<file path="src/rtl/fsm_light_monitor_pkg.sv">
// Shared definitions for the traffic-light monitor: phase and error encodings,
// lamp bit order and default timing limits.
package fsm_light_monitor_pkg;

    typedef enum logic [1:0] {
        PH_SYNC   = 2'd0,
        PH_GREEN  = 2'd1,
        PH_YELLOW = 2'd2,
        PH_RED    = 2'd3
    } phase_e;

    typedef enum logic [2:0] {
        ERR_NONE      = 3'd0,
        ERR_ONEHOT    = 3'd1,
        ERR_SEQ       = 3'd2,
        ERR_YLW_SHORT = 3'd3,
        ERR_YLW_LONG  = 3'd4,
        ERR_RED_SHORT = 3'd5,
        ERR_NOCAR     = 3'd6,
        ERR_STARVE    = 3'd7
    } err_code_e;

    localparam int unsigned LAMP_GRN = 2;
    localparam int unsigned LAMP_YLW = 1;
    localparam int unsigned LAMP_RED = 0;

    localparam int unsigned DWELL_W = 8;
    localparam int unsigned WAIT_W  = 8;

    localparam int unsigned YLW_MIN_DEF     = 2;
    localparam int unsigned YLW_MAX_DEF     = 4;
    localparam int unsigned RED_MIN_DEF     = 5;
    localparam int unsigned CAR_TIMEOUT_DEF = 25;

    // Returns PH_SYNC for any pattern that is not exactly one lamp.
    function automatic phase_e lamp_to_phase(input logic [2:0] lamps);
        phase_e p;
        p = PH_SYNC;
        if (lamps == (3'(1) << LAMP_GRN)) p = PH_GREEN;
        if (lamps == (3'(1) << LAMP_YLW)) p = PH_YELLOW;
        if (lamps == (3'(1) << LAMP_RED)) p = PH_RED;
        return p;
    endfunction

    function automatic phase_e legal_next(input phase_e p);
        phase_e n;
        case (p)
            PH_GREEN:  n = PH_YELLOW;
            PH_YELLOW: n = PH_RED;
            PH_RED:    n = PH_GREEN;
            default:   n = PH_SYNC;
        endcase
        return n;
    endfunction

endpackage

</file>
<file path="src/rtl/fsm_light_monitor_if.sv">
// Lamp/request inputs and monitor results; master is the controller/bench side,
// slave is the monitor.
interface fsm_light_monitor_if;
    logic       grn;
    logic       ylw;
    logic       red;
    logic       car;
    logic [1:0] phase;
    logic [7:0] dwell;
    logic       err;
    logic [2:0] err_code;
    logic       err_pulse;

    modport master (
        output grn, ylw, red, car,
        input  phase, dwell, err, err_code, err_pulse
    );

    modport slave (
        input  grn, ylw, red, car,
        output phase, dwell, err, err_code, err_pulse
    );
endinterface

</file>
<file path="src/rtl/fsm_light_monitor_sat_counter.sv">
// Saturating up-counter with synchronous clear; clear+inc together loads 1.
module sat_counter #(
    parameter int unsigned WIDTH = 8
) (
    input  logic             clk_i,
    input  logic             rst_i,
    input  logic             clr_i,
    input  logic             inc_i,
    output logic [WIDTH-1:0] count_o
);
    logic [WIDTH-1:0] count_q;
    logic [WIDTH-1:0] count_d;

    always_comb begin
        count_d = count_q;
        if (clr_i) begin
            count_d = inc_i ? WIDTH'(1) : '0;
        end else if (inc_i && (count_q != '1)) begin
            count_d = count_q + WIDTH'(1);
        end
    end

    always_ff @(posedge clk_i) begin
        if (rst_i) begin
            count_q <= '0;
        end else begin
            count_q <= count_d;
        end
    end

    assign count_o = count_q;
endmodule

</file>
<file path="src/rtl/fsm_light_monitor.sv">
// Passive checker on traffic-light lamp drives: tracks phase and dwell, and
// reports pattern, sequence, dwell and car-service violations.
module fsm_light_monitor
    import fsm_light_monitor_pkg::*;
#(
    parameter int unsigned YLW_MIN     = YLW_MIN_DEF,
    parameter int unsigned YLW_MAX     = YLW_MAX_DEF,
    parameter int unsigned RED_MIN     = RED_MIN_DEF,
    parameter int unsigned CAR_TIMEOUT = CAR_TIMEOUT_DEF
) (
    input  logic                  clk_i,
    input  logic                  rst_i,
    fsm_light_monitor_if.slave    mon
);
    localparam logic [DWELL_W-1:0] YLW_MIN_C  = DWELL_W'(YLW_MIN);
    localparam logic [DWELL_W-1:0] YLW_MAX_C  = DWELL_W'(YLW_MAX);
    localparam logic [DWELL_W-1:0] RED_MIN_C  = DWELL_W'(RED_MIN);
    localparam logic [WAIT_W-1:0]  STARVE_AT  = WAIT_W'(CAR_TIMEOUT - 1);

    phase_e            phase_q, phase_d;
    logic              checked_q, checked_d;
    logic              car_req_q, car_req_d;
    logic              err_q, err_d;
    err_code_e         err_code_q, err_code_d;
    logic              err_pulse_q, err_pulse_d;

    logic [DWELL_W-1:0] dwell_q;
    logic [WAIT_W-1:0]  wait_q;
    logic               dwell_clr, dwell_inc;
    logic               wait_clr, wait_inc;

    logic [2:0]         lamps;
    phase_e             sampled;
    logic               stay_green;
    logic [7:1]         viol;
    err_code_e          first_err;

    sat_counter #(.WIDTH(DWELL_W)) u_dwell (
        .clk_i   (clk_i),
        .rst_i   (rst_i),
        .clr_i   (dwell_clr),
        .inc_i   (dwell_inc),
        .count_o (dwell_q)
    );

    sat_counter #(.WIDTH(WAIT_W)) u_wait (
        .clk_i   (clk_i),
        .rst_i   (rst_i),
        .clr_i   (wait_clr),
        .inc_i   (wait_inc),
        .count_o (wait_q)
    );

    always_comb begin
        lamps           = '0;
        lamps[LAMP_GRN] = mon.grn;
        lamps[LAMP_YLW] = mon.ylw;
        lamps[LAMP_RED] = mon.red;
        sampled         = lamp_to_phase(lamps);

        phase_d   = phase_q;
        checked_d = checked_q;
        dwell_clr = 1'b0;
        dwell_inc = 1'b0;
        viol      = '0;

        // checked_q=0 marks a phase adopted from SYNC: only ONEHOT/SEQ apply to it.
        if (phase_q == PH_SYNC) begin
            dwell_clr = 1'b1;
            if (sampled != PH_SYNC) begin
                phase_d   = sampled;
                checked_d = 1'b0;
                dwell_inc = 1'b1;
            end
        end else if (sampled == PH_SYNC) begin
            viol[ERR_ONEHOT] = 1'b1;
            phase_d          = PH_SYNC;
            dwell_clr        = 1'b1;
        end else if (sampled == phase_q) begin
            dwell_inc = 1'b1;
            if (checked_q && (phase_q == PH_YELLOW) && (dwell_q == YLW_MAX_C))
                viol[ERR_YLW_LONG] = 1'b1;
        end else begin
            if (sampled != legal_next(phase_q))
                viol[ERR_SEQ] = 1'b1;
            if (checked_q) begin
                if ((phase_q == PH_YELLOW) && (dwell_q < YLW_MIN_C))
                    viol[ERR_YLW_SHORT] = 1'b1;
                if ((phase_q == PH_RED) && (dwell_q < RED_MIN_C))
                    viol[ERR_RED_SHORT] = 1'b1;
                if ((phase_q == PH_GREEN) && !car_req_q && !mon.car)
                    viol[ERR_NOCAR] = 1'b1;
            end
            phase_d   = sampled;
            checked_d = 1'b1;
            dwell_clr = 1'b1;
            dwell_inc = 1'b1;
        end

        // WAIT reads 0 on the request edge and counts only while the request is held in green.
        stay_green = (phase_q == PH_GREEN) && (phase_d == PH_GREEN);
        car_req_d  = (phase_d == PH_GREEN) && ((stay_green && car_req_q) || mon.car);
        wait_inc   = stay_green && car_req_q;
        wait_clr   = !wait_inc;
        if (checked_q && wait_inc && (wait_q == STARVE_AT))
            viol[ERR_STARVE] = 1'b1;

        first_err = ERR_NONE;
        for (int unsigned i = 1; i <= 7; i++) begin
            if (viol[i] && (first_err == ERR_NONE))
                first_err = err_code_e'(3'(i));
        end

        err_pulse_d = |viol;
        err_d       = err_q | (|viol);
        err_code_d  = (err_code_q == ERR_NONE) ? first_err : err_code_q;
    end

    always_ff @(posedge clk_i) begin
        if (rst_i) begin
            phase_q     <= PH_SYNC;
            checked_q   <= 1'b0;
            car_req_q   <= 1'b0;
            err_q       <= 1'b0;
            err_code_q  <= ERR_NONE;
            err_pulse_q <= 1'b0;
        end else begin
            phase_q     <= phase_d;
            checked_q   <= checked_d;
            car_req_q   <= car_req_d;
            err_q       <= err_d;
            err_code_q  <= err_code_d;
            err_pulse_q <= err_pulse_d;
        end
    end

    assign mon.phase     = phase_q;
    assign mon.dwell     = dwell_q;
    assign mon.err       = err_q;
    assign mon.err_code  = err_code_q;
    assign mon.err_pulse = err_pulse_q;
endmodule

</file>
<file path="src/flat_wrapper.sv">
// flat-port wrapper written by rule: the top's interface ports become plain ports
module fsm_light_monitor_flat import fsm_light_monitor_pkg::*;
#(
    parameter int unsigned YLW_MIN     = YLW_MIN_DEF,
    parameter int unsigned YLW_MAX     = YLW_MAX_DEF,
    parameter int unsigned RED_MIN     = RED_MIN_DEF,
    parameter int unsigned CAR_TIMEOUT = CAR_TIMEOUT_DEF
)
  (clk_i, rst_i, mon_grn, mon_ylw, mon_red, mon_car, mon_phase, mon_dwell, mon_err, mon_err_code, mon_err_pulse);
  fsm_light_monitor_if mon_i ();
  input  logic clk_i;
  input  logic rst_i;
  input wire logic [$bits(mon_i.grn)-1:0] mon_grn;
  input wire logic [$bits(mon_i.ylw)-1:0] mon_ylw;
  input wire logic [$bits(mon_i.red)-1:0] mon_red;
  input wire logic [$bits(mon_i.car)-1:0] mon_car;
  output wire logic [$bits(mon_i.phase)-1:0] mon_phase;
  output wire logic [$bits(mon_i.dwell)-1:0] mon_dwell;
  output wire logic [$bits(mon_i.err)-1:0] mon_err;
  output wire logic [$bits(mon_i.err_code)-1:0] mon_err_code;
  output wire logic [$bits(mon_i.err_pulse)-1:0] mon_err_pulse;
  assign mon_i.grn = mon_grn;
  assign mon_i.ylw = mon_ylw;
  assign mon_i.red = mon_red;
  assign mon_i.car = mon_car;
  assign mon_phase = mon_i.phase;
  assign mon_dwell = mon_i.dwell;
  assign mon_err = mon_i.err;
  assign mon_err_code = mon_i.err_code;
  assign mon_err_pulse = mon_i.err_pulse;
  fsm_light_monitor #(.YLW_MIN(YLW_MIN), .YLW_MAX(YLW_MAX), .RED_MIN(RED_MIN), .CAR_TIMEOUT(CAR_TIMEOUT)) u_core (.clk_i(clk_i), .rst_i(rst_i), .mon(mon_i));
endmodule
</file>
<file path="config.mk">
export PLATFORM = sky130hd
export DESIGN_NAME = fsm_light_monitor_flat
export DESIGN_NICKNAME = d
export VERILOG_FILES = /design/src/rtl/fsm_light_monitor_pkg.sv /design/src/rtl/fsm_light_monitor_if.sv /design/src/rtl/fsm_light_monitor_sat_counter.sv /design/src/rtl/fsm_light_monitor.sv /design/src/flat_wrapper.sv
export SDC_FILE = /design/constraint.sdc
export NUM_CORES = 1
export LEC_CHECK = 0
export ABC_AREA = 1
export CAP_MARGIN = 10
export CORE_UTILIZATION = 55
export CTS_BUF_LIST = sky130_fd_sc_hd__clkbuf_16
export DETAILED_ROUTE_END_ITERATION = 12
export GPL_TIMING_DRIVEN = 0
export PLACE_DENSITY = 0.77
export SYNTH_ARGS = -nofsm -noshare
export SYNTH_HDL_FRONTEND = slang
export SYNTH_SLANG_ARGS = --single-unit
</file>
<file path="constraint.sdc">
create_clock -name clk_i -period 2.1 [get_ports clk_i]
set_input_delay 0.42 -clock clk_i [delete_from_list [all_inputs] [get_ports clk_i]]
set_output_delay 0.42 -clock clk_i [all_outputs]
set_load 0.05 [all_outputs]
</file>
# Yosys cells after proc, flatten, opt, wreduce, memory -nomap -nowiden
# Index checks and enable logic that the tools add are counted.
[totals]
output_inout_bits = 15
register_bits = 25
[op_classes]
reduce_logical = 36
bitwise = 2
muxes = 45
eq_ne = 16
n_lt_le_gt_ge = 2
n_addsub = 2
[ops]
columns = ["operator", "count"]
rows = [
  ["$mux W2", 14],
  ["$mux W1", 22],
  ["$logic_not A3 Y1", 7],
  ["$logic_and A1 B1 Y1", 19],
  ["$add A8 B1 Y8 const B", 2],
  ["$mux W8", 2],
  ["$ne A8 B8 Y1 const B", 2],
  ["$mux W3", 4],
  ["$eq A8 B3 Y1 const B", 1],
  ["$eq A8 B5 Y1 const B", 1],
  ["$lt A8 B2 Y1 const B", 1],
  ["$lt A8 B3 Y1 const B", 1],
  ["$reduce_or A7 Y1", 1],
  ["$mux W6", 1],
  ["$pmux W2 S3", 1],
  ["$mux W5", 1],
  ["$eq A2 B1 Y1 const B", 2],
  ["$eq A2 B2 Y1 const B", 2],
  ["$logic_not A2 Y1", 2],
  ["$ne A2 B1 Y1 const B", 2],
  ["$reduce_bool A2 Y1", 2],
  ["$eq A3 B1 Y1 const B", 1],
  ["$eq A3 B2 Y1 const B", 1],
  ["$eq A3 B3 Y1 const B", 1],
  ["other kinds (9)", 10],
]

# Longest topological paths before layout
# Gate-level depths: netlist of the first run.
[logic_depth]
depth_word = 32
mapped_depth = 16
mapped_depth_nobuf = 16

# Hierarchy
# A second synthesis of the first run with hierarchy kept.
[hier_totals]
hier_cells = 305
area_unflattened_um2 = 1906.8
[by_module_without_submodules]
columns = ["module", "seq_area_each_um2", "area_per_inst_um2", "instances", "cells_per_inst"]
rows = [
  ["sat_counter", 160.2, 491.7, 2, 75],
  ["fsm_light_monitor", 180.2, 923.4, 1, 155],
]

# Worst setup path before layout of the first run
# OpenSTA, ideal clock, no wires.
[synth_timing]
kind = "register to register"
start = "register u_core.phase_q[0], in the netlist u_core.mon.phase[0]"
end = "register u_core.err_code_q[0], in the netlist u_core.mon.err_code[0]"
path_stages_with_launch = 17
path_buffers = 0
synth_period_minus_slack_ns = 2.280
setup_slack_ns = -0.180
t_arrival_ns = 2.148
path_cell_list = "dfxtp_1 > inv_1 > ha_1 > inv_1 > o21ai_0 > inv_1 > nand2_1 > nand2_1 > nand3_1 > nand3_1 > nand3_2 > nor2_2 > nor2_2 > nand3_2 > nand2_1 > nand2_1 > a21oi_2"
[synth_via]
elab_chain_len = 27
[synth_rtl]
columns = ["element", "line_no", "text"]
rows = [
  ["start, declared", "fsm_light_monitor.sv:20", "phase_e phase_q, phase_d;"],
  ["start signal, assigned", "fsm_light_monitor.sv:128", "phase_q <= phase_d;"],
  ["$eq A2 B2 Y1 (tied with other cells)", "fsm_light_monitor_pkg.sv:47, fsm_light_monitor.sv:89", ""],
  ["$pmux W2 S3", "fsm_light_monitor_pkg.sv:47", "case (p)"],
  ["$mux W2", "fsm_light_monitor.sv:79", "end else if (sampled == phase_q) begin"],
  ["$mux W2", "fsm_light_monitor.sv:75", "end else if (sampled == PH_SYNC) begin"],
  ["$mux W2", "fsm_light_monitor.sv:68", "if (phase_q == PH_SYNC) begin"],
  ["$ne A2 B2 Y1", "fsm_light_monitor.sv:84", "if (sampled != legal_next(phase_q))"],
  ["$mux W1", "fsm_light_monitor.sv:84", ""],
  ["$mux W2", "fsm_light_monitor.sv:79", ""],
  ["(+11 left out)", "--", ""],
  ["$logic_and A1 B1 Y1", "fsm_light_monitor.sv:110", "if (viol[i] && (first_err == ERR_NONE))"],
  ["$mux W3", "fsm_light_monitor.sv:110", ""],
  ["$logic_not A3 Y1", "fsm_light_monitor.sv:110", ""],
  ["$logic_and A1 B1 Y1", "fsm_light_monitor.sv:110", ""],
  ["$mux W3", "fsm_light_monitor.sv:110", ""],
  ["$logic_not A3 Y1", "fsm_light_monitor.sv:110", ""],
  ["$logic_and A1 B1 Y1", "fsm_light_monitor.sv:110", ""],
  ["$mux W3 *", "fsm_light_monitor.sv:110", ""],
  ["end signal, assigned", "fsm_light_monitor.sv:132", "err_code_q <= err_code_d;"],
  ["end, declared", "fsm_light_monitor.sv:24", "err_code_e err_code_q, err_code_d;"],
]
# Every way passes the cells marked *; elsewhere a longest branch is shown, timed or not. The select of a mux whose other input is x is not followed.
# A chain may end at the register's enable or synchronous reset.

# Worst setup path after layout of the first run
[layout_timing]
start = "register u_core.u_dwell.count_q[2], in the netlist u_core.u_dwell.count_o[2]"
end = "output port mon_dwell[2]"
[layout_lines]
columns = ["element", "line_no", "text"]
rows = [
  ["start, declared", "fsm_light_monitor_sat_counter.sv:11", "logic [WIDTH-1:0] count_q;"],
  ["start signal, assigned", "fsm_light_monitor_sat_counter.sv:27", "count_q <= count_d;"],
  ["end, declared", "flat_wrapper.sv:18", "output wire logic [$bits(mon_i.dwell)-1:0] mon_dwell;"],
]
# No word-level cell between the ends.

==> reports/metrics.csv, run 1 <==
stage,metric,value,unit
status,status,"finished, violations left",
status,violations,design-rule violations,
timing,rsz0062_at_grt,true,
route,detail_route.wl_per_cell,12.3,µm
critical_path,critPathSlowestCell,clkdlybuf4s50_1,
clock_tree,cts_tree,built,
floorplanning,die_x,56.8,µm
pwr,p_comb_frac,0.206,
yosys,syn_nets,248,
yosys,seq_area_frac_synth,0.303,
finish,drive_gt1_frac,0.228,
critical_path,cp_max_fo,7,
clock_tree,htree_num_levels,1,
route,drtPass1Iterations,8,
grt,grt_max_degree,15,
route,via_per_inst,5.38,
clock_tree,clock_latency,260,ps
yosys,synthTopCellsByArea,"dfxtp_1 (30%), nand2_1 (9.3%), inv_1 (7.3%), ha_1 (6.1%), nand3_2 (5.5%)",
pwr,worst_ir_drop_vdd,0.310,mV
pwr,swShare,0.289,
finish,layout.cells.most_common_list,"nand2_1 (40), inv_1 (30), dfxtp_1 (23)",
finish,multi_input_area,1030,µm²
floorplanning,core,2810,µm²
grt,grt_pass1_wl,5850,µm
clock_tree,root_buffer,clkbuf_16,
yosys,ys_seq_elements,25,
grt,grt-ovfl-total,0,
finish,nets,278,
timing,hold_violations,0,
timing,slew_violations,0,
finish,regArea,505,µm²
placement,port_buffers,20,
route,first_iter_violations,93,
floorplanning,initial_core_util,0.589,
pwr,p_per_area,568,nW/µm²
yosys,synth_cell_type_count,28,
pwr,total_switching_power,336,µW
clock_tree,cts_buffers,3,
placement,gp_congestion,0.813,
clock_tree,path_clk_slew,60,ps
floorplanning,die_height,56.8,µm
critical_path,path_class,flip-flop to output port,
grt,grt.total_usage,0.233,
finish,final_util,0.730,
timing,tightest_slew,523,ps
yosys,yosys.area.top_type,dfxtp_1,
yosys,synthCells,234,
timing,fin_skew,2.05,ps
critical_path,startpoint,u_core.u_dwell.count_o[2],
route,drc,4,
critical_path,crit_path_end_kind,output port,
pwr,clkPwrFrac,0.365,
yosys,syn_area,1650,µm²
clock_tree,clk_path_buf_depth,2,
timing,tns,0,ps
critical_path,critPathTopFamily,buffers and inverters,
yosys,synth_warnings,0,
timing,min_period,2020,ps
route,postRouteAntennaNets,0,
critical_path,max_stage_delay,860,ps
floorplanning,design.portCount,21,
critical_path,crit_buf_inv,1,
critical_path,startpoint_type,flip-flop,
route,via_count,1583,
worst_hold_path,hp-class,flip-flop to flip-flop,
yosys,yosysTopAreaCellShare,0.303,
clock_tree,cts.sinks,25,
critical_path,worstPathCellList,clkdlybuf4s50_1,
critical_path,reg2reg_from,u_core.mon.phase[0],
timing,slew_headroom,0.652,
timing,post-route-period-util,0.963,
job,maxCapViolCount,0,
placement,hpwl,2560,µm
pwr,finalPower,1.16,mW
floorplanning,core.rowCount,19,
finish,syn2layout_area_growth,24.0,%
finish,antenna_cells,0,
yosys,synth_area_per_cell,7.06,µm²
pwr,p_leak,0.849,nW
critical_path,critical_path_required,1680,ps
pwr,pwr-share-seq,0.429,
grt,grt_pass1_vias,1357,
critical_path,crit_arrival,1600,ps
route,drt-total-wl,3620,µm
finish,final_common_cell,nand2_1,
worst_hold_path,hold_start,u_core.mon.err,
timing,setup_viol,0,
floorplanning,die_area,3230,µm²
pwr,p_int,828,µW
timing,max_freq,495,MHz
finish,fillers,244,
grt,antenna_found_initial,0,
==> area by class of cell <==
cell class                      count  share of cell area
Multi-Input combinational cell    169               0.503
Sequential cell                    25               0.247
Timing Repair Buffer               25               0.118
Inverter                           39              0.0727
Clock buffer                        3              0.0367
Tap cell                           31              0.0189
Clock inverter                      1             0.00244
Buffer                              1             0.00183
==> registers in the layout, indices dropped and copies added, names as in the netlist <==
signal and count:
u_core.mon.phase 2, u_core.u_dwell.count_o 8, u_core.checked_q 1, u_core.car_req_q 1, u_core.u_wait.count_o 8, u_core.mon.err_code 3, u_core.mon.err_pulse 1, u_core.mon.err 1
==> power groups by stage <==
stage	logic [mW]	registers (mW)	clock network [mW]
floorplan	0.125	0.550	0
global placement	0.221	0.510	0
detailed placement	0.224	0.510	0
CTS	0.225	0.500	0.434
global route	0.261	0.501	0.453
finish	0.239	0.499	0.425
==> routing by layer <==
metal  vias up  part of all wire  global-route usage
met1       728              0.50               0.315
met5         -                 0                   0
met4         0             0.014              0.0906
met2        28              0.45               0.378
li1        822                 -                   -
met3         5             0.028              0.0276
==> cells by family (layout without fill, tap and decap cells) <==
family	Yosys count	count (layout)	share of synthesized area
and+or+nand+nor	127	127	0.405
adders and majority gates	8	8	0.0606
DFF	25	25	0.303
xor gates and xnor gates	5	5	0.0265
buffers and inverters	40	69	0.0924
AOI/OAI and AO/OA	29	29	0.113
==> tightest hold or removal path, stage by stage (launching register included) <==
cell     delay (ps)
dfxtp_1         330
nand2_1          50
o21ai_0          50
==> cells in the mapped netlist <==
cell / number
nor2_2: 4
or2_1: 1
inv_4: 1
a311oi_1: 1
nand3_1: 14
nor2_4: 2
clkbuf_1: 1
nor4_1: 4
a211oi_1: 3
nand2_4: 4
dfxtp_1: 25
nor2_1: 22
o21ai_1: 1
nor3_1: 12
a41oi_1: 1
a21oi_2: 4
inv_1: 32
a21oi_1: 11
o21ai_0: 5
a221oi_1: 1
o21ai_2: 2
nand2_1: 41
inv_2: 6
xor2_1: 5
nand4_1: 3
nand2_2: 11
nand3_2: 9
ha_1: 8
==> final timing paths <==
| check | slack [ps] | to | depth (start not counted) |
|---|---|---|---|
| max reg2reg | 90 | u_core.mon.err_code[2] | 16 |
| max | 80 | mon_dwell[2] | 1 |
| min | 460 | u_core.mon.err | 2 |
| min reg2reg | 460 | u_core.mon.err | 2 |
==> what timing repair did <==
item / CTS / global route
hold buffers: 0 / 0
resized for setup: 1 / 14
buffers inserted: 0 / 5
pin swaps: 0 / 3
endpoints found under the setup margin: 2 / 10
==> per-stage QoR <==
step                      setup WS, ps  instances  area [µm²]  hold WS [ps]
after floorplan                   42.0        234        1650           456
after global placement            -224        285        1890           451
after detailed placement          -280        285        1890           451
after CTS                        0.924        289        1970           468
after global routing             -44.1        294        2050           485
final                             77.8        294        2050           459
No activity file was read; power rests on OpenSTA's default activity.
==> run 2, diff against run 1 <==
--- a/config.mk
+++ b/config.mk
@@ -12,6 +12,7 @@
 export DETAILED_ROUTE_END_ITERATION = 12
 export GPL_TIMING_DRIVEN = 0
 export PLACE_DENSITY = 0.77
+export SLEW_MARGIN = 15
 export SYNTH_ARGS = -nofsm -noshare
 export SYNTH_HDL_FRONTEND = slang
 export SYNTH_SLANG_ARGS = --single-unit
==> results of run 2 <==
Same layout as run 1: the final DEF is identical, and so are final timing and power.
